<file path="src/rtl/input_port_buffer_pkg.sv">
// Shared NoC definitions for the router input port: flit type codes,
// output port codes and FSM state encoding.
package input_port_buffer_pkg;

    // Default flit MSB index (flit is FLIT_FW+1 bits wide)
    localparam int FLIT_FW = 39;

    // Output port codes; 000 is not a legal route
    localparam logic [2:0] PORT_NONE  = 3'b000;
    localparam logic [2:0] PORT_LOCAL = 3'b001;

    // Flit type lives in the two MSBs of every flit
    typedef enum logic [1:0] {
        FT_SINGLE = 2'b00,
        FT_HEAD   = 2'b01,
        FT_BODY   = 2'b10,
        FT_TAIL   = 2'b11
    } flit_type_e;

    typedef enum logic [1:0] {
        ST_IDLE  = 2'b00,
        ST_ROUTE = 2'b01,
        ST_REQ   = 2'b10,
        ST_XFER  = 2'b11
    } ibuf_state_e;

    // Head and single flits open a packet; body and tail continue one
    function automatic logic starts_packet(input logic [1:0] ftype);
        return !ftype[1];
    endfunction

endpackage

</file>
<file path="src/rtl/noc_flit_fifo.sv">
// Circular flit FIFO; the head word is visible combinationally.
module noc_flit_fifo #(
    parameter int W     = 40,
    parameter int DEPTH = 4,
    parameter int AW    = 2
) (
    input  logic         clk_t,
    input  logic         rst_t,
    input  logic         push,
    input  logic [W-1:0] wdata,
    input  logic         pop,
    output logic [W-1:0] head,
    output logic         full,
    output logic         empty
);

    logic [W-1:0]  mem [DEPTH];
    logic [AW-1:0] wr_ptr;
    logic [AW-1:0] rd_ptr;
    logic [AW:0]   count;
    logic          push_ok;
    logic          pop_ok;

    assign full    = (count == (AW+1)'(DEPTH));
    assign empty   = (count == '0);
    assign push_ok = push && !full;
    assign pop_ok  = pop && !empty;
    assign head    = mem[rd_ptr];

    // Pointers wrap naturally mod DEPTH; count tracks occupancy
    always_ff @(posedge clk_t or negedge rst_t) begin
        if (!rst_t) begin
            wr_ptr <= '0;
            rd_ptr <= '0;
            count  <= '0;
        end else begin
            if (push_ok) wr_ptr <= wr_ptr + 1'b1;
            if (pop_ok)  rd_ptr <= rd_ptr + 1'b1;
            count <= count + {{AW{1'b0}}, push_ok} - {{AW{1'b0}}, pop_ok};
        end
    end

    // Storage needs no reset: it is only observed while non-empty
    always_ff @(posedge clk_t) begin
        if (push_ok) mem[wr_ptr] <= wdata;
    end

endmodule

</file>
<file path="src/rtl/input_port_buffer.sv">
// Router input port: buffers flits, obtains a route for each packet head
// from rcu_mod, then requests the switch and forwards the whole packet
// on that port (wormhole) until its tail leaves.
module input_port_buffer
    import input_port_buffer_pkg::*;
#(
    parameter int FW      = FLIT_FW,
    parameter int DEPTH   = 4,
    parameter int AW      = 2,
    parameter int RCU_LAT = 1
) (
    input  logic        clk_t,
    input  logic        rst_t,
    input  logic        in_valid,
    input  logic [FW:0] in_flit,
    output logic        in_ready,
    output logic [FW:0] rcu_flit,
    input  logic [2:0]  rcu_op,
    output logic        sa_req,
    output logic [2:0]  sa_port,
    input  logic        sa_grant,
    output logic        out_valid,
    output logic [FW:0] out_flit,
    output logic        out_tail,
    output logic        err
);

    localparam int CW = (RCU_LAT < 1) ? 1 : $clog2(RCU_LAT + 1);

    ibuf_state_e   state, state_nxt;
    logic [CW-1:0] lat_cnt, lat_cnt_nxt;
    logic [2:0]    route_reg, route_nxt;
    logic          err_nxt;
    logic          pop;
    logic          fifo_full;
    logic          fifo_empty;
    logic [FW:0]   head;
    logic [1:0]    head_type;
    logic          ov_nxt;
    logic          ot_nxt;

    noc_flit_fifo #(.W(FW + 1), .DEPTH(DEPTH), .AW(AW)) u_fifo (
        .clk_t (clk_t),
        .rst_t (rst_t),
        .push  (in_valid && in_ready),
        .wdata (in_flit),
        .pop   (pop),
        .head  (head),
        .full  (fifo_full),
        .empty (fifo_empty)
    );

    // in_ready is held low while reset is asserted
    assign in_ready  = rst_t && !fifo_full;
    assign rcu_flit  = fifo_empty ? '0 : head;
    assign head_type = head[FW:FW-1];
    assign sa_req    = (state == ST_REQ) || (state == ST_XFER);
    assign sa_port   = sa_req ? route_reg : '0;

    // Packet FSM: route lookup, switch request and flit forwarding
    always_comb begin
        state_nxt   = state;
        lat_cnt_nxt = lat_cnt;
        route_nxt   = route_reg;
        err_nxt     = err;
        pop         = 1'b0;
        ov_nxt      = 1'b0;
        ot_nxt      = 1'b0;
        case (state)
            ST_IDLE: begin
                if (!fifo_empty) begin
                    if (starts_packet(head_type)) begin
                        state_nxt   = ST_ROUTE;
                        lat_cnt_nxt = '0;
                    end else begin
                        // Orphan body/tail: drop it silently and flag it
                        pop     = 1'b1;
                        err_nxt = 1'b1;
                    end
                end
            end
            ST_ROUTE: begin
                if (lat_cnt == CW'(RCU_LAT)) begin
                    state_nxt = ST_REQ;
                    if (rcu_op == PORT_NONE) begin
                        route_nxt = PORT_LOCAL;
                        err_nxt   = 1'b1;
                    end else begin
                        route_nxt = rcu_op;
                    end
                end else begin
                    lat_cnt_nxt = lat_cnt + 1'b1;
                end
            end
            ST_REQ: begin
                if (sa_grant && !fifo_empty) begin
                    pop    = 1'b1;
                    ov_nxt = 1'b1;
                    if (head_type == FT_SINGLE) begin
                        ot_nxt    = 1'b1;
                        state_nxt = ST_IDLE;
                    end else begin
                        state_nxt = ST_XFER;
                    end
                end
            end
            ST_XFER: begin
                if (sa_grant && !fifo_empty) begin
                    pop    = 1'b1;
                    ov_nxt = 1'b1;
                    if (head_type == FT_TAIL) begin
                        ot_nxt    = 1'b1;
                        state_nxt = ST_IDLE;
                    end else if (starts_packet(head_type)) begin
                        // New packet start inside a packet: close the worm here
                        ot_nxt    = 1'b1;
                        err_nxt   = 1'b1;
                        state_nxt = ST_IDLE;
                    end
                end
            end
            default: state_nxt = ST_IDLE;
        endcase
    end

    // State, route latch, sticky error and registered output beat
    always_ff @(posedge clk_t or negedge rst_t) begin
        if (!rst_t) begin
            state     <= ST_IDLE;
            lat_cnt   <= '0;
            route_reg <= '0;
            err       <= 1'b0;
            out_valid <= 1'b0;
            out_flit  <= '0;
            out_tail  <= 1'b0;
        end else begin
            state     <= state_nxt;
            lat_cnt   <= lat_cnt_nxt;
            route_reg <= route_nxt;
            err       <= err_nxt;
            out_valid <= ov_nxt;
            out_flit  <= ov_nxt ? head : '0;
            out_tail  <= ot_nxt;
        end
    end

endmodule

</file>
<file path="config.mk">
export PLATFORM = sky130hd
export DESIGN_NAME = input_port_buffer
export DESIGN_NICKNAME = d
export VERILOG_FILES = /design/src/rtl/input_port_buffer_pkg.sv /design/src/rtl/noc_flit_fifo.sv /design/src/rtl/input_port_buffer.sv
export SDC_FILE = /design/constraint.sdc
export NUM_CORES = 1
export LEC_CHECK = 0
export ABC_AREA = 1
export CAP_MARGIN = 20
export CORE_MARGIN = 5
export CORE_UTILIZATION = 45
export DETAILED_ROUTE_END_ITERATION = 7
export PLACE_DENSITY = 0.69
export SLEW_MARGIN = 20
export SYNTH_ARGS = -nofsm -noshare
export SYNTH_HDL_FRONTEND = slang
export SYNTH_SLANG_ARGS = --single-unit
</file>
<file path="constraint.sdc">
create_clock -name clk_t -period 3.94 [get_ports clk_t]
set_input_delay 0.394 -clock clk_t [delete_from_list [all_inputs] [get_ports clk_t]]
set_output_delay 0.394 -clock clk_t [all_outputs]
set_load 0.05 [all_outputs]
</file>
-- Word-level counts from Yosys, hierarchy flattened
Memories as Yosys holds them, arrays and structs flattened.
Index checks and enable logic that the tools add are counted.
- mux-type cells: 38
- add/sub/neg operators: 5
- equality and inequality tests: 15
- reductions and logical operators: 19
- operators by type and width (kind ; number):
    40-bit two-way mux ; 2
    1-bit two-way mux ; 21
    2-bit two-way mux ; 8
    2-bit != test, second input constant ; 7
    2-bit one-hot mux with 4 select lines ; 1
    8-bit AND reduction ; 1
    2-bit == test, second input constant ; 3
    3-bit logical NOT ; 2
    3-bit two-way mux ; 2
    1-bit one-hot mux with 2 select lines ; 3
    6-bit AND reduction ; 1
    1-bit logical AND ; 5
    2-bit by 1-bit adder with 2-bit output, second input constant ; 2
    2-bit logical NOT ; 2
    2-bit by 1-bit != test with 1-bit output, second input constant ; 2
    3-bit by 1-bit adder with 3-bit output ; 1
    3-bit == test, second input constant ; 1
    3-bit by 2-bit != test with 1-bit output, second input constant ; 1
    1-bit one-hot mux with 3 select lines ; 1
    3-bit AND reduction ; 1
    3-bit nonzero test ; 1
    3-bit by 1-bit subtractor with 3-bit output ; 1
    2-bit by 1-bit == test with 1-bit output, second input constant ; 1
    1-bit logical NOT ; 2
    other kinds (5) ; 5
- bits of input ports: 47
- output and inout port bits: 88
- memories kept: 1
- memory bits (writable): 160
- bits in registers: 56
- memories (name ; words ; bits a word ; read ports ; clocked after Yosys merged registers in ; wr ports ; RTL line ; RTL):
    u_fifo.mem ; 4 ; 40 ; 1 ; 0 ; 1 ; noc_flit_fifo.sv:17 ; logic [W-1:0] mem [DEPTH];

-- Longest topological paths before layout
- word-level depth: 7
- gate-level depth with buffers: 14
- gate-level depth less buffers: 14

-- By module
A second synthesis with hierarchy kept.
- cell total of the unflattened synthesis: 809
- area total of the unflattened synthesis: 8760.9 um2
- modules (own cells, without submodules) (module ; times used ; cells each ; area each (um2) ; seq. area each (um2)):
    noc_flit_fifo ; 1 ; 564 ; 6707.7 ; 4979.8
    input_port_buffer ; 1 ; 245 ; 2053.2 ; 1226.2

-- Least setup slack after synthesis
OpenSTA, ideal clock, no wires.
- kind: register to register
- start point: register u_fifo.count[1]
- end point: memory u_fifo.mem[0][0] (enable)
- clock period less this slack: 4.217 ns
- path buffers: 0
- path slack: -0.277 ns
- setup time: 0.437 ns
- stages on the path, launching flop included: 5
- arrival time: 3.780 ns
- cells stage by stage: dfrtp_1 nor2_1 a21boi_0 nand2_1 nor2_1
- word-level cells in the longest chain between the ends: 7
- RTL lines (element ; RTL line ; RTL):
    start: declaration ; noc_flit_fifo.sv:20 ; logic [AW:0] count;
    start signal: assignment ; noc_flit_fifo.sv:39 ; count <= count + {{AW{1'b0}}, push_ok} - {{AW{1'b0}}, pop_ok};
    3-bit == test ; noc_flit_fifo.sv:24 ; assign full = (count == (AW+1)'(DEPTH));
    1-bit logical NOT ; input_port_buffer.sv:54 ; assign in_ready = rst_t && !fifo_full;
    1-bit logical AND ; input_port_buffer.sv:54 ;
    named net in_ready ; input_port_buffer.sv:16 ; output logic in_ready,
    1-bit logical AND ; input_port_buffer.sv:45 ; .push (in_valid && in_ready),
    1-bit logical AND ; noc_flit_fifo.sv:26 ; assign push_ok = push && !full;
    1-bit two-way mux ; noc_flit_fifo.sv:45 ; if (push_ok) mem[wr_ptr] <= wdata;
    1-bit two-way mux (not written as such) ; noc_flit_fifo.sv:45 ;
    end: declaration ; noc_flit_fifo.sv:17 ;
The timed path passes the listed nets, and every way through them passes these cells.

-- Worst setup path after layout
- start point: register u_fifo.rd_ptr[0]
- end point: register u_fifo.count[2]
- word-level cells in the longest chain between the ends: 6
- RTL lines (element ; RTL line ; RTL):
    start: declaration ; noc_flit_fifo.sv:19 ; logic [AW-1:0] rd_ptr;
    start signal: assignment ; noc_flit_fifo.sv:38 ; if (pop_ok) rd_ptr <= rd_ptr + 1'b1;
    memory 4 x 40 bit ; -- ;
    1-bit two-way mux ; input_port_buffer.sv:72 ; if (starts_packet(head_type)) begin
    1-bit two-way mux ; input_port_buffer.sv:71 ; if (!fifo_empty) begin
    1-bit one-hot mux with 2 select lines ; input_port_buffer.sv:69 ; case (state)
    1-bit logical AND ; noc_flit_fifo.sv:27 ; assign pop_ok = pop && !empty;
    named net u_fifo.pop_ok ; noc_flit_fifo.sv:22 ; logic pop_ok;
    3-bit by 1-bit subtractor with 3-bit output ; noc_flit_fifo.sv:39 ;
The timed path passes the listed nets, and every way through them passes these cells.
A chain may end at the register's enable or synchronous reset.

==> results.py <==
metrics = {
    "clock_tree": {
        "max-clock-path-buffers": 3,
        "cts_made_buffers": 23,
        "post_cts_buffers": 0,
        "ctsRootBufferMaster": "sky130_fd_sc_hd__clkbuf_16",
        "post_cts_hold_buffer_count": 0,
        "clkLatencyLatePin_ns": 0.49,
        "path_clk_slew_ns": 0.06,
        "cts_max_level": 1,
        "post_cts.resized_instances": 0,
        "cts_tree": "done",
        "cts.sink_count": 216,
    },
    "floorplan": {
        "starting_density_of_the_core_pct": 45.9,
        "io-pin-count": 135,
        "floorplan.die.width_um": 146,
        "die_area_um2": 21300,
        "floorplan.die.height_um": 146,
        "core_area_um2": 18100,
        "rows": 49,
    },
    "placement": {
        "placer_congestion_estimate": 0.821,
        "hpwl_um": 10800,
        "buffer_ports.inserted": 134,
        "numPlacedInstances": 983,
    },
    "run_status": {
        "run_status": "finished, final reports clean",
    },
    "timing": {
        "min_period_over_period_pct": 79.4,
        "final_max_slew_viol_count": 0,
        "finalSetupViolations": 0,
        "worst_pin_slew_ns": 0.889,
        "final.hold.worst_slack_ns": 0.0918,
        "finalHoldViolations": 0,
        "fmaxAchievable_mhz": 320,
        "post-route-min-period_ns": 3.13,
        "finalClockSkew_ns": 0.00943,
        "setup_tns_ns": 0,
        "slew_limit_headroom_pct": 40.6,
        "grt_setup_unrepaired": "no",
    },
    "worst_setup_path": {
        "critical_path_peak_fanout": 82,
        "worstSetupPathType": "reg -> reg",
        "critical_path.startpoint_type": "register",
        "timing.critical_path.required_ns": 4.35,
        "end_kind": "register",
        "critPathArrivalTime_ns": 3.54,
    },
    "layout": {
        "max_flop_register": "u_fifo.mem",
        "area_growth_pct": 26.3,
        "largest_register_ff_count": 160,
        "n_fill_cell": 1423,
        "final_layout_size_suffix_gt1_share_pct": 12.6,
        "biggestRegsByFlops": "u_fifo.mem (160), out_flit (40)",
        "design.final.nets": 833,
        "stdcell_count": 1025,
    },
    "yosys": {
        "syn-instance-count": 646,
        "library_cells_used_by_synthesis": 25,
        "ys_warn_count": 0,
        "post_synth_instance_area_um2": 8310,
        "postSynthAreaPerCell_um2": 12.9,
        "synth_seq_cells": 216,
        "ys_seq_area_share_pct": 74.7,
        "synthesized_netlist_net_count": 700,
    },
    "hold_path": {
        "class_of_the_tightest_hold_or_removal_check": "in -> async",
    },
    "grt": {
        "grt_pass1_vias": 5468,
        "overflow": 0,
        "grt.total_usage_pct": 16.7,
        "grt_first_pass_wirelength_um": 28700,
        "antenna_found_initial": 0,
        "grt_start_max_net_pins": 83,
    },
    "power_and_ir_drop": {
        "power_density_nw_per_um2": 896,
        "power_leakage_nw": 4.13,
        "max-vdd-ir-drop_v": 0.000619,
    },
    "drt": {
        "detailedRoute.firstIterationViolations": 372,
        "avgRoutedWirePerCell_um": 17.6,
        "total_wire_length_after_detailed_routing_um": 18000,
        "dr_total_vias": 5248,
        "firstDrtPassIters": 4,
        "route.antenna.remaining_nets": 0,
        "drc_errors": 0,
        "via_per_inst": 5.12,
    },
    "flow_run": {
        "max-cap-violations": 0,
    },
}
## routing by layer
layer | routed length (µm) | track usage, % | up-vias
li1 | - | - | 2510
met1 | 7480 | 21.5 | 2558
met4 | 253 | 3.51 | 0
met3 | 1320 | 4.17 | 23
met2 | 8960 | 29.1 | 157
met5 | 0 | 0 | -
## metrics by stage
| stage | utilization (%) | total power (W) | worst slack (ns) | instance area (µm²) |
|---|---|---|---|---|
| floorplan | - | 0.00616 | -0.277 | 8310 |
| global placement | 54.0 | 0.00733 | 0.994 | 9760 |
| detailed placement | 54.0 | 0.00745 | 0.795 | 9760 |
| CTS | 58.0 | 0.00952 | 0.795 | 10500 |
| global route | 58.0 | 0.00994 | 0.540 | 10500 |
| finish | 58.0 | 0.00941 | 0.811 | 10500 |
## final cells by class
class	instances	area (µm²)	share of cell area [%]
clock inverter	16	130	1.24
clock buffer	25	603	5.75
multi-input combinational	363	1820	17.3
sequential	216	6210	59.1
antenna	1	2.50	0.0238
tap	229	287	2.73
inverter	32	120	1.14
timing repair buffer	143	1330	12.7
## cell usage in the layout (no fill, tap or decap), types with 5 or more instances in the layout
cell / n
sky130_fd_sc_hd__a32o_1: 38
sky130_fd_sc_hd__clkinv_2: 8
sky130_fd_sc_hd__buf_4: 47
sky130_fd_sc_hd__nand3_1: 12
sky130_fd_sc_hd__inv_1: 29
sky130_fd_sc_hd__o21ai_0: 5
sky130_fd_sc_hd__nor2_1: 88
sky130_fd_sc_hd__dfrtp_1: 55
sky130_fd_sc_hd__nand2_1: 156
sky130_fd_sc_hd__ha_1: 6
sky130_fd_sc_hd__clkbuf_16: 23
sky130_fd_sc_hd__edfxtp_1: 160
sky130_fd_sc_hd__clkdlybuf4s50_1: 93
sky130_fd_sc_hd__a21oi_1: 40
## final timing paths
kind	start	end	slack (ns)	cells after the start
max in group asynchronous	rst_t	u_fifo.rd_ptr[0]$_DFFE_PN0P_	3.29	2
min in group clk_t	err$_DFFE_PN0P_	err$_DFFE_PN0P_	0.48	2
min reg2reg	err$_DFFE_PN0P_	err$_DFFE_PN0P_	0.48	2
max reg2reg	u_fifo.rd_ptr[0]$_DFFE_PN0P_	u_fifo.count[2]$_DFF_PN0_	0.81	14
min	rst_t	u_fifo.count[2]$_DFF_PN0_	0.09	2
max	u_fifo.rd_ptr[0]$_DFFE_PN0P_	u_fifo.count[2]$_DFF_PN0_	0.81	14
## Yosys cell counts, drive strengths merged
| library cell | instances | area [µm²] |
|---|---|---|
| inv | 32 | 120 |
| fa | 1 | 20.0 |
| edfxtp | 160 | 4800 |
| dfrtp | 56 | 1400 |
| a21boi | 1 | 7.51 |
| nor2 | 93 | 352 |
| nand4 | 1 | 6.26 |
| clkbuf | 12 | 45.0 |
| ha | 6 | 75.1 |
| nand3 | 12 | 60.1 |
| a21oi | 40 | 200 |
| o21ai | 5 | 25.0 |
| o21a | 1 | 7.51 |
| nand3b | 1 | 7.51 |
| buf | 23 | 153 |
| xor2 | 3 | 26.3 |
| xnor2 | 1 | 8.76 |
| a32o | 38 | 380 |
| nand2 | 160 | 611 |
## critical path, cell delays in order (launching register included)
cell	delay, ns
sky130_fd_sc_hd__dfrtp_2	0.37
sky130_fd_sc_hd__buf_4	0.70
sky130_fd_sc_hd__nand2_1	0.10
sky130_fd_sc_hd__nand3_1	0.19
sky130_fd_sc_hd__nand2_2	0.12
sky130_fd_sc_hd__nor2_2	0.14
sky130_fd_sc_hd__nand2_2	0.09
sky130_fd_sc_hd__nand2_2	0.09
sky130_fd_sc_hd__ha_1	0.23
sky130_fd_sc_hd__inv_1	0.06
sky130_fd_sc_hd__ha_1	0.15
sky130_fd_sc_hd__inv_1	0.06
sky130_fd_sc_hd__fa_1	0.41
sky130_fd_sc_hd__xnor2_1	0.19
sky130_fd_sc_hd__xor2_1	0.16
## power breakdown
| group | total, W | leakage [nW] | internal (W) | switching (W) |
|---|---|---|---|---|
| registers | 0.00293 | 2.19 | 0.00280 | 0.000124 |
| logic | 0.00443 | 1.58 | 0.00127 | 0.00316 |
| clock network | 0.00205 | 0.364 | 0.00123 | 0.000823 |
## cells by family (layout without fill, tap and decap cells)
family / Yosys count / in the layout / synth area share, %
and+or+nand+nor: 267 / 267 / 12.5
DFF: 216 / 216 / 74.7
AOI/OAI and AO/OA: 85 / 85 / 7.47
adders and majority gates: 7 / 7 / 1.14
other: 0 / 1 / 0
xor gates and xnor gates: 4 / 4 / 0.422
buffers and inverters: 67 / 216 / 3.82
(Power assumes the default switching activity.)
